==> src/rtl/ycrcb2rgb.sv <==
// rtl/ycrcb2rgb.sv - 3-stage pipelined YCbCr to RGB converter with back-pressure and clip counter
//
// Converts one 8-bit YCbCr pixel per cycle to 8-bit RGB using signed Q14
// coefficients. There are three register stages:
//   S1: latch Y/Cb/Cr
//   S2: multiply-accumulate
//   S3: round, clamp and register the output
// All three stages shift together only when the output side can move.
//
// Optional feature: define YCRCB2RGB_CLIP_CNT_EN to build the clip detector
// and the saturating clip event counter. With the macro undefined,
// clip_count is tied to zero.
//
// Parameters:
//   CNT_W       width of the clip event counter
// Ports:
//   clk         clock, rising edge
//   rst         asynchronous active-high reset
//   enable      input pixel valid
//   data_in     {Cr[23:16], Cb[15:8], Y[7:0]}
//   in_ready    block accepts data_in this cycle
//   data_out    {B[23:16], G[15:8], R[7:0]}
//   enable_out  data_out valid
//   out_ready   downstream accepts data_out this cycle
//   clip_count  pixels with at least one clamped component (saturating)

module ycrcb2rgb #(
    parameter int CNT_W = 16
) (
    input  logic             clk,
    input  logic             rst,
    input  logic             enable,
    input  logic [23:0]      data_in,
    output logic             in_ready,
    output logic [23:0]      data_out,
    output logic             enable_out,
    input  logic             out_ready,
    output logic [CNT_W-1:0] clip_count
);

    // Q14 conversion coefficients
    localparam logic signed [15:0] KR_CR = 16'sd22970;
    localparam logic signed [15:0] KG_CB = 16'sd5638;
    localparam logic signed [15:0] KG_CR = 16'sd11700;
    localparam logic signed [15:0] KB_CB = 16'sd29032;

    // The whole pipeline moves as one unit. It moves whenever the output
    // register is empty or is being drained this cycle. An empty output
    // register therefore never blocks upstream.
    logic advance;
    assign advance  = !enable_out || out_ready;
    assign in_ready = advance;

    // ------------------------------------------------------------------
    // S1: input latch
    // ------------------------------------------------------------------
    logic       s1_valid;
    logic [7:0] s1_y;
    logic [7:0] s1_cb;
    logic [7:0] s1_cr;

    always_ff @(posedge clk or posedge rst) begin
        if (rst) begin
            s1_valid <= 1'b0;
            s1_y     <= 8'd0;
            s1_cb    <= 8'd0;
            s1_cr    <= 8'd0;
        end else if (advance) begin
            s1_valid <= enable;
            // Only load data when the pixel is valid. Bubble cycles then
            // leave the datapath registers untouched.
            if (enable) begin
                s1_y  <= data_in[7:0];
                s1_cb <= data_in[15:8];
                s1_cr <= data_in[23:16];
            end
        end
    end

    // ------------------------------------------------------------------
    // S2: multiply-accumulate at 26-bit signed width
    // ------------------------------------------------------------------
    logic signed [8:0]  cb_off;
    logic signed [8:0]  cr_off;
    logic signed [25:0] y_sh;
    logic signed [25:0] r_mac;
    logic signed [25:0] g_mac;
    logic signed [25:0] b_mac;

    assign cb_off = $signed({1'b0, s1_cb}) - 9'sd128;
    assign cr_off = $signed({1'b0, s1_cr}) - 9'sd128;
    assign y_sh   = $signed({4'b0000, s1_y, 14'b0});

    // Each product fits in 24 bits. The worst-case sum stays below 2^23,
    // so 26 bits leaves headroom and nothing overflows.
    assign r_mac = y_sh + KR_CR * cr_off;
    assign g_mac = y_sh - KG_CB * cb_off - KG_CR * cr_off;
    assign b_mac = y_sh + KB_CB * cb_off;

    logic               s2_valid;
    logic signed [25:0] s2_r;
    logic signed [25:0] s2_g;
    logic signed [25:0] s2_b;

    always_ff @(posedge clk or posedge rst) begin
        if (rst) begin
            s2_valid <= 1'b0;
            s2_r     <= 26'sd0;
            s2_g     <= 26'sd0;
            s2_b     <= 26'sd0;
        end else if (advance) begin
            s2_valid <= s1_valid;
            if (s1_valid) begin
                s2_r <= r_mac;
                s2_g <= g_mac;
                s2_b <= b_mac;
            end
        end
    end

    // ------------------------------------------------------------------
    // S3: round, clamp, output register
    // ------------------------------------------------------------------

    // Round half up, then floor-shift by 14 (arithmetic shift).
    function automatic logic signed [25:0] round_q14(input logic signed [25:0] acc);
        logic signed [25:0] rnd;
        rnd = acc + 26'sd8192;
        return rnd >>> 14;
    endfunction

    function automatic logic [7:0] clamp8(input logic signed [25:0] acc);
        logic signed [25:0] q;
        q = round_q14(acc);
        if (q < 26'sd0) begin
            return 8'd0;
        end else if (q > 26'sd255) begin
            return 8'd255;
        end else begin
            return q[7:0];
        end
    endfunction

    logic [7:0] r_px;
    logic [7:0] g_px;
    logic [7:0] b_px;

    assign r_px = clamp8(s2_r);
    assign g_px = clamp8(s2_g);
    assign b_px = clamp8(s2_b);

    always_ff @(posedge clk or posedge rst) begin
        if (rst) begin
            enable_out <= 1'b0;
            data_out   <= 24'd0;
        end else if (advance) begin
            enable_out <= s2_valid;
            if (s2_valid) begin
                data_out <= {b_px, g_px, r_px};
            end
        end
    end

    // ------------------------------------------------------------------
    // Clip event counter
    // ------------------------------------------------------------------
`ifdef YCRCB2RGB_CLIP_CNT_EN
    function automatic logic is_clip(input logic signed [25:0] acc);
        logic signed [25:0] q;
        q = round_q14(acc);
        return (q < 26'sd0) || (q > 26'sd255);
    endfunction

    logic clip_any;
    assign clip_any = s2_valid && (is_clip(s2_r) || is_clip(s2_g) || is_clip(s2_b));

    // Count a pixel at the moment it loads into the output register.
    // A stalled pixel is therefore counted exactly once.
    always_ff @(posedge clk or posedge rst) begin
        if (rst) begin
            clip_count <= {CNT_W{1'b0}};
        end else if (advance && clip_any && (clip_count != {CNT_W{1'b1}})) begin
            clip_count <= clip_count + {{(CNT_W-1){1'b0}}, 1'b1};
        end
    end
`else
    assign clip_count = {CNT_W{1'b0}};
`endif

endmodule
==> config.mk <==
export PLATFORM = sky130hd
export DESIGN_NAME = ycrcb2rgb
export DESIGN_NICKNAME = d
export VERILOG_FILES = /design/src/rtl/ycrcb2rgb.sv
export SDC_FILE = /design/constraint.sdc
export NUM_CORES = 1
export LEC_CHECK = 0
export ABC_AREA = 1
export CAP_MARGIN = 20
export CORE_ASPECT_RATIO = 1.1
export CORE_MARGIN = 5
export CORE_UTILIZATION = 40
export CTS_CLUSTER_DIAMETER = 40
export DETAILED_ROUTE_END_ITERATION = 6
export DONT_BUFFER_PORTS = 1
export SLEW_MARGIN = 30
export SYNTH_ARGS = -nofsm -noshare
export SYNTH_HDL_FRONTEND = slang
export SYNTH_SLANG_ARGS = --single-unit
==> constraint.sdc <==
create_clock -name clk -period 7.1 [get_ports clk]
set_input_delay 1.42 -clock clk [delete_from_list [all_inputs] [get_ports clk]]
set_output_delay 1.42 -clock clk [all_outputs]
set_load 0.01 [all_outputs]
**After elaboration in Yosys (flattened, before gate mapping)**

Index checks and enable logic that the tools add are counted.
W data, S select, Z words.

- Add/subtract/negate cells: 9
- Multiply operators: 4
- $lt $le $gt $ge: 6
- Muxes and demuxes: 6
- Reductions and logical operators: 5

Operators by type and width:

| operator | number |
|---|---|
| $add A26 B15 Y26 const B | 3 |
| $mul A13 B9 Y22 const A | 3 |
| $add A23 B25 Y26 | 2 |
| $mux W8 | 6 |
| $gt A12 B9 Y1 const B | 3 |
| $lt A12 B1 Y1 const B | 3 |
| $sub A24 B24 Y25 | 1 |
| $mul A15 B9 Y24 const A | 1 |
| $sub A23 B23 Y24 | 1 |
| $sub A8 B8 Y9 const B | 2 |
| $reduce_and A2 Y1 | 3 |
| $logic_not A1 Y1 | 1 |
| $logic_or A1 B1 Y1 | 1 |

- Register bits: 129
- Input bits: 28
- Output and inout port bits: 42
- Word-level logic and storage cells: 40

**Depth between registers and ports, before layout**

- Depth in word-level cells: 4
- Gate-level depth with buffers: 33
- Depth with buffers taken out: 33

**Worst setup path before layout**

No wires, ideal clock.

- Path type: register -> register
- Start point: register s1_cr[7]
- End point: register s2_g[23]
- Library setup time: 0.130 ns
- Arrival time: 5.815 ns
- Data required time: 6.970 ns
- Slack: 1.155 ns
- Stages on the path, launching flop included: 29
- Period minus slack after synthesis: 5.945 ns
- Cell sequence: dfrtp_1 > clkbuf_1 > inv_1 > ha_1 > xor2_1 > ha_1 > a21oi_1 > fa_1 > fa_1 > inv_1 > ha_1 > nand2_1 > o21ai_0 > a21oi_1 > o21ai_0 > nand2_1 > nor2_1 > nor2_1 > xor2_1 > fa_1 > ha_1 > nand2_1 > nor3_1 > and2_1 > nand3_1 > nand3_1 > nand2_1 > nand3_1 > o21ai_0

- Word-level cells in the longest chain between the ends: 3

Ends and longest elaborated chain:

| element | line | text |
|---|---|---|
| start, declared | 60 | `logic [7:0] s1_cr;` |
| start signal, assigned | 75 | `s1_cr <= data_in[23:16];` |
| $sub A8 B8 Y9 | 91 | `assign cr_off = $signed({1'b0, s1_cr}) - 9'sd128;` |
| $mul A13 B9 Y22 | 97 | `assign g_mac = y_sh - KG_CB * cb_off - KG_CR * cr_off;` |
| $sub A24 B24 Y25 | 97 |  |
| end signal, assigned | 115 | `s2_g <= g_mac;` |
| end, declared | 102 | `logic signed [25:0] s2_g;` |

No other way between the ends.
A chain may end at the register's enable or synchronous reset.

**Worst setup path in the final report**

- Start point: register s1_cr[2]
- End point: register s2_g[22]

Same word-level chain as after synthesis.

==> out/metrics.yaml <==
grt:
  grt_pass1_vias: 10968
  antenna_found_initial: 0
  grt_start_max_net_pins: 51
  overflow: 0
  grtUsageTotal_pct: 17.7
  grt_pass1_wl_um: 56000
worst_setup_path:
  cp.arrival_ps: 6710
  slowest_stage: "fa_1"
  worst-path-buf-inv: 4
  worstSetupEndpointType: "flip-flop"
  cpMostUsedCell: "fa_1"
  cp_max_fo: 7
  worstPathRequired_ps: 7320
  setup.worst_path.start_class: "flip-flop"
  cp_slowest_stage_delay_ps: 520
  path_class: "reg2reg"
  crit_family: "adder cells"
cells_and_area:
  fin_cells: 2248
  post-route-util_pct: 42.6
  area_delta_synth_final_pct: 5.90
  mostFrequentLayoutCell: "nand2_1"
  final_layout_size_suffix_gt1_share_pct: 3.99
  final_nets: 2209
  mostFrequentLayoutCells: "384 x nand2_1, 330 x inv_1, 282 x ha_1, 101 x a21oi_1, 98 x fa_1"
  antenna_cells: 0
clock_network:
  hold_buffers: 0
  clockBufferDepth: 2
  htreeDepth: 3
  cts_tree: "yes"
  clockRootBuffer: "clkbuf_16"
  cts_setup_buffers: 0
  cts-resized-gates: 0
  clock_latency_ps: 360
  cts_buffers: 9
  clock_sinks: 89
  clk_pin_slew_ps: 80
timing:
  hold_viol: 0
  worstMarginPinSlew_ps: 947
  min_period_over_period_pct: 91.5
  fin_tns_setup_ps: 0
  final_max_slew_viol_count: 0
  relSlewSlack_pct: 36.7
  rsz0062_at_grt: "false"
  holdWs_ps: 467
  setup_violations: 0
  clock-skew-final_ps: 18.9
  fmax_mhz: 154
  min_period_ps: 6500
route:
  vias_per_cell: 4.97
  wl_per_cell_um: 15.0
  remaining_drc_errors: 0
  antenna_left: 0
  vias: 11163
  drt_iter0_drc: 598
  drt_first_pass_iters: 5
  postRouteWirelength_um: 33800
die:
  io_pins: 70
  num_rows: 72
  die_w_um: 188
  fp.dieH_um: 206
  core_um2: 34900
  start_util_pct: 40.2
  die_area_um2: 38900
min_path:
  hold_path.class: "reg2reg"
run:
  maxCapViolCount: 0
yosys:
  syn-cell-area_um2: 14000
  synth_edf_count: 0
  ys_ff_latch: 89
  synth_cell_types: 50
  yosysWarnings: 0
  syn_area_per_cell_um2: 7.81
  syn_inst: 1795
  ys_seq_area_share_pct: 15.9
  synthArstFlopShare_pct: 100
  synth_flop_cell: "dfrtp_1"
placed_design:
  dp_hpwl_um: 29000
  dp_cells: 2232
  place_congestion: 0.960
  port-buffer-count: 0
status:
  status: "finished, final reports clean"
## final cells by class
type	instances	area, µm²
clock buffer	10	239
multi-input combinational	1355	10400
clock inverter	6	72.6
timing repair buffer	8	60.1
fill	3564	20000
sequential	89	2230
inverter	336	1260
tap	444	556
## worst min-delay path, stage by stage (launching register included)
cell and delay (ps):
dfrtp_1 330, inv_1 50, nand2_1 60
## synth_stat cells, types with 10 or more instances
cell        n  share of area, %
or2_2      13              0.58
nor3_1     14              0.50
xor2_1     58               3.6
ha_1      284                25
nand4_1    29               1.3
buf_4      16              0.86
a21o_1     10              0.54
nor2_1     93               2.5
fa_1       98                14
inv_1     331               8.9
nand2_1   385                10
o21ai_0    67               2.4
clkbuf_1   13              0.35
o21bai_1   12              0.64
a21oi_1   101               3.6
xnor2_1    24               1.5
nand3_1    79               2.8
dfrtp_1    89                16
## sequential cells by signal (all words and copies together) (netlist names)
register    flops
s1_valid        1
data_out       24
s2_b           13
s1_cb           8
s2_g           12
s2_r           13
s1_cr           8
s2_valid        1
s1_y            8
enable_out      1
## layer usage
layer  up-vias  global-route usage [%]  part of all wire [%]
li1       5770                       -                     -
met1      5167                    24.4                    48
met2       194                    29.9                    46
met4         0                    4.37                   2.3
met3        32                    1.99                   3.3
met5         -                       0                     0
## path summary, 6_finish.rpt
| check | from | endpoint | slack, ps | cells past startpoint |
|---|---|---|---|---|
| setup / recovery | s1_cr[2] | s2_g[22] | 600 | 26 |
| hold / removal | s2_valid | enable_out | 470 | 2 |
| setup reg to reg | s1_cr[2] | s2_g[22] | 600 | 26 |
| hold reg to reg | s2_valid | enable_out | 470 | 2 |
| max in group asynchronous | rst | s2_b[22] | 5050 | 2 |
| min in group asynchronous | rst | data_out[6] | 990 | 1 |
## logic make-up (layout without fill, tap and decap cells)
| group | count (synthesis) | in the layout | synth area share, % |
|---|---|---|---|
| AO/OA/AOI/OAI | 221 | 221 | 8.88 |
| adder cells (fa/ha/maj) | 382 | 382 | 39.4 |
| other | 1 | 16 | 0.0268 |
| AND/OR/NAND/NOR | 644 | 644 | 19.6 |
| XOR/XNOR | 83 | 83 | 5.24 |
| buffers and inverters | 366 | 360 | 10.2 |
| multiplexers | 9 | 9 | 0.723 |
| flip-flops | 89 | 89 | 15.9 |
## metrics by stage
stage	worst slack [ps]	instance area [µm²]
after floorplan	1160	14100
final	601	14800
after detailed placement	554	14500
after global placement	660	14500
after global routing	84.7	14800
after CTS	507	14800
Power is left out: the tool's default activity adds up to more than one toggle a clock period on the data nets, which glitch-free logic cannot reach.
==> patch (same settings) <==
Set the parameter `CNT_W` to 18 (it was 16).
--- a/src/rtl/ycrcb2rgb.sv
+++ b/src/rtl/ycrcb2rgb.sv
@@ -25,7 +25,7 @@
 //   clip_count  pixels with at least one clamped component (saturating)
 
 module ycrcb2rgb #(
-    parameter int CNT_W = 16
+    parameter int CNT_W = 18
 ) (
     input  logic             clk,
     input  logic             rst,
Interface: changed (resized clip_count); port bits go from 70 to 72. The function was not compared with the original's and may differ.
==> patch against the unedited design <==
Cell area grew 0.13%. Sequential cell count stayed put. Routed wire length rose by 0.83%. Area after synthesis is 0.11% higher. Setup slack lost 0.072 ns. Via count rose by 0.60%. Highest routed layer unchanged. Sequential share of layout area barely moved.
Power is not shown: default switching activity piles up to over one toggle a cycle in this logic, so the estimate is an artifact.
==> patch: results <==
INSERT INTO impl_metrics (metric_group, metric, value, unit) VALUES
('logic_synthesis', 'average_cell_area_after_synthesis', '7.81', 'µm²'),
('setup_path', 'r2r.worst_path.cells', '25', ''),
('final_layout', 'diodes', '0', ''),
('placed_design', 'routabilityCongestion', '0.975', ''),
('clock_tree', 'postCtsSetupRepairBufs', '0', ''),
('drt', 'route.detailed.vias_per_inst', '4.99', ''),
('placed_design', 'dpl_wire_length', '29.3', 'mm'),
('setup_path', 'worst-endpoint-arrival', '6.79', 'ns'),
('global_route', 'grt_start_max_net_pins', '75', ''),
('setup_path', 'cpMaxStageDelayCell', 'fa_1', ''),
('final_layout', 'layoutNonFillerInstCount', '2251', ''),
('setup_path', 'r2r_slack', '0.53', 'ns'),
('logic_synthesis', 'synth_area_leaders', 'ha_1, dfrtp_1, fa_1', ''),
('logic_synthesis', 'synth-seq-area-share', '0.159', ''),
('setup_path', 'timing.critical_path.slowest_cell_delay', '0.55', 'ns'),
('clock_tree', 'cts_inserted_buffers', '9', ''),
('sta', 'slew-limit-headroom', '0.483', ''),
('global_route', 'gr-usage-all-layers', '0.179', ''),
('sta', 'clock-skew-final', '0.0183', 'ns'),
('final_layout', 'final_net_count', '2212', ''),
('run_status', 'outcome', 'finished, final reports clean', ''),
('setup_path', 'rr_startpoint', 's1_cr[4]$_DFFE_PP0P_', ''),
('drt', 'routed_wire_length_per_instance', '15.1', 'µm'),
('global_route', 'number_of_global_route_vias_before_repair', '11200', ''),
('drt', 'detailedRoute.firstIterationViolations', '559', ''),
('setup_path', 'timing.critical_path.fanout_max', '8', '');
-- patch: changes by cell type in the layout (fill, tap and decap cells not counted) --
cell	delta
buf_6	+1
conb_1	+2
ha_1	+2
o21ai_1	-1
nand2_2	-1
nand2_4	+1
ha_2	-2
o21ai_0	+1
-- patch: layer usage --
metal | part of all wire | up-vias | track usage
met2 | 0.47 | 208 | 0.302
met3 | 0.041 | 50 | 0.0225
met5 | 0 | - | 0
met4 | 0.025 | 0 | 0.0495
li1 | - | 5769 | -
met1 | 0.47 | 5203 | 0.243
-- patch: worst max path at each step --
stage,from,to
2_1_floorplan,s1_cr[7]$_DFFE_PP0P_,s2_g[23]$_DFFE_PP0P_
3_3_place_gp,s1_cr[4]$_DFFE_PP0P_,s2_g[23]$_DFFE_PP0P_
3_5_place_dp,s1_cr[4]$_DFFE_PP0P_,s2_g[23]$_DFFE_PP0P_
4_1_cts,s1_cr[4]$_DFFE_PP0P_,s2_g[23]$_DFFE_PP0P_
5_1_grt,s1_cr[4]$_DFFE_PP0P_,s2_g[23]$_DFFE_PP0P_
6_report,s1_cr[4]$_DFFE_PP0P_,s2_g[22]$_DFFE_PP0P_
-- patch: cell type report --
| type | count | area (µm²) | area share |
|---|---|---|---|
| clock buffers | 10 | 239 | 0.0161 |
| clock inverters | 6 | 72.6 | 0.00488 |
| inverters | 336 | 1260 | 0.0851 |
| multi-input cells | 1357 | 10400 | 0.702 |
| flip-flops and latches | 89 | 2230 | 0.150 |
| well taps | 444 | 556 | 0.0374 |
| repair buffers | 9 | 71.3 | 0.00480 |
-- patch: cell families after synthesis --
logic type / Yosys count / share of synthesized area
AOI/OAI and AO/OA: 221 / 0.0887
xor gates and xnor gates: 83 / 0.0524
adders and majority gates: 382 / 0.393
buffers and inverters: 368 / 0.103
DFF: 89 / 0.159
muxes: 9 / 0.00723
other: 1 / 0.000267
and+or+nand+nor: 644 / 0.196
-- patch: tightest hold or removal path, delay by kind of cell, from the launching register on --
kind / cells / cell delay [ns]
and+or+nand+nor: 1 / 0.06
buffers and inverters: 1 / 0.05
DFF: 1 / 0.32
-- patch: per-stage QoR --
| step | util | setup WS, ns | instance area (µm²) | hold slack (ns) |
|---|---|---|---|---|
| 3_5_place_dp | 0.416 | 0.579 | 14500 | 0.462 |
| 4_1_cts | 0.425 | 0.549 | 14900 | 0.479 |
| 6_report | 0.425 | 0.530 | 14900 | 0.474 |
| 5_1_grt | 0.425 | 0.0788 | 14900 | 0.507 |
| 2_1_floorplan | - | 1.16 | 14100 | 0.432 |
| 3_3_place_gp | 0.416 | 0.685 | 14500 | 0.443 |
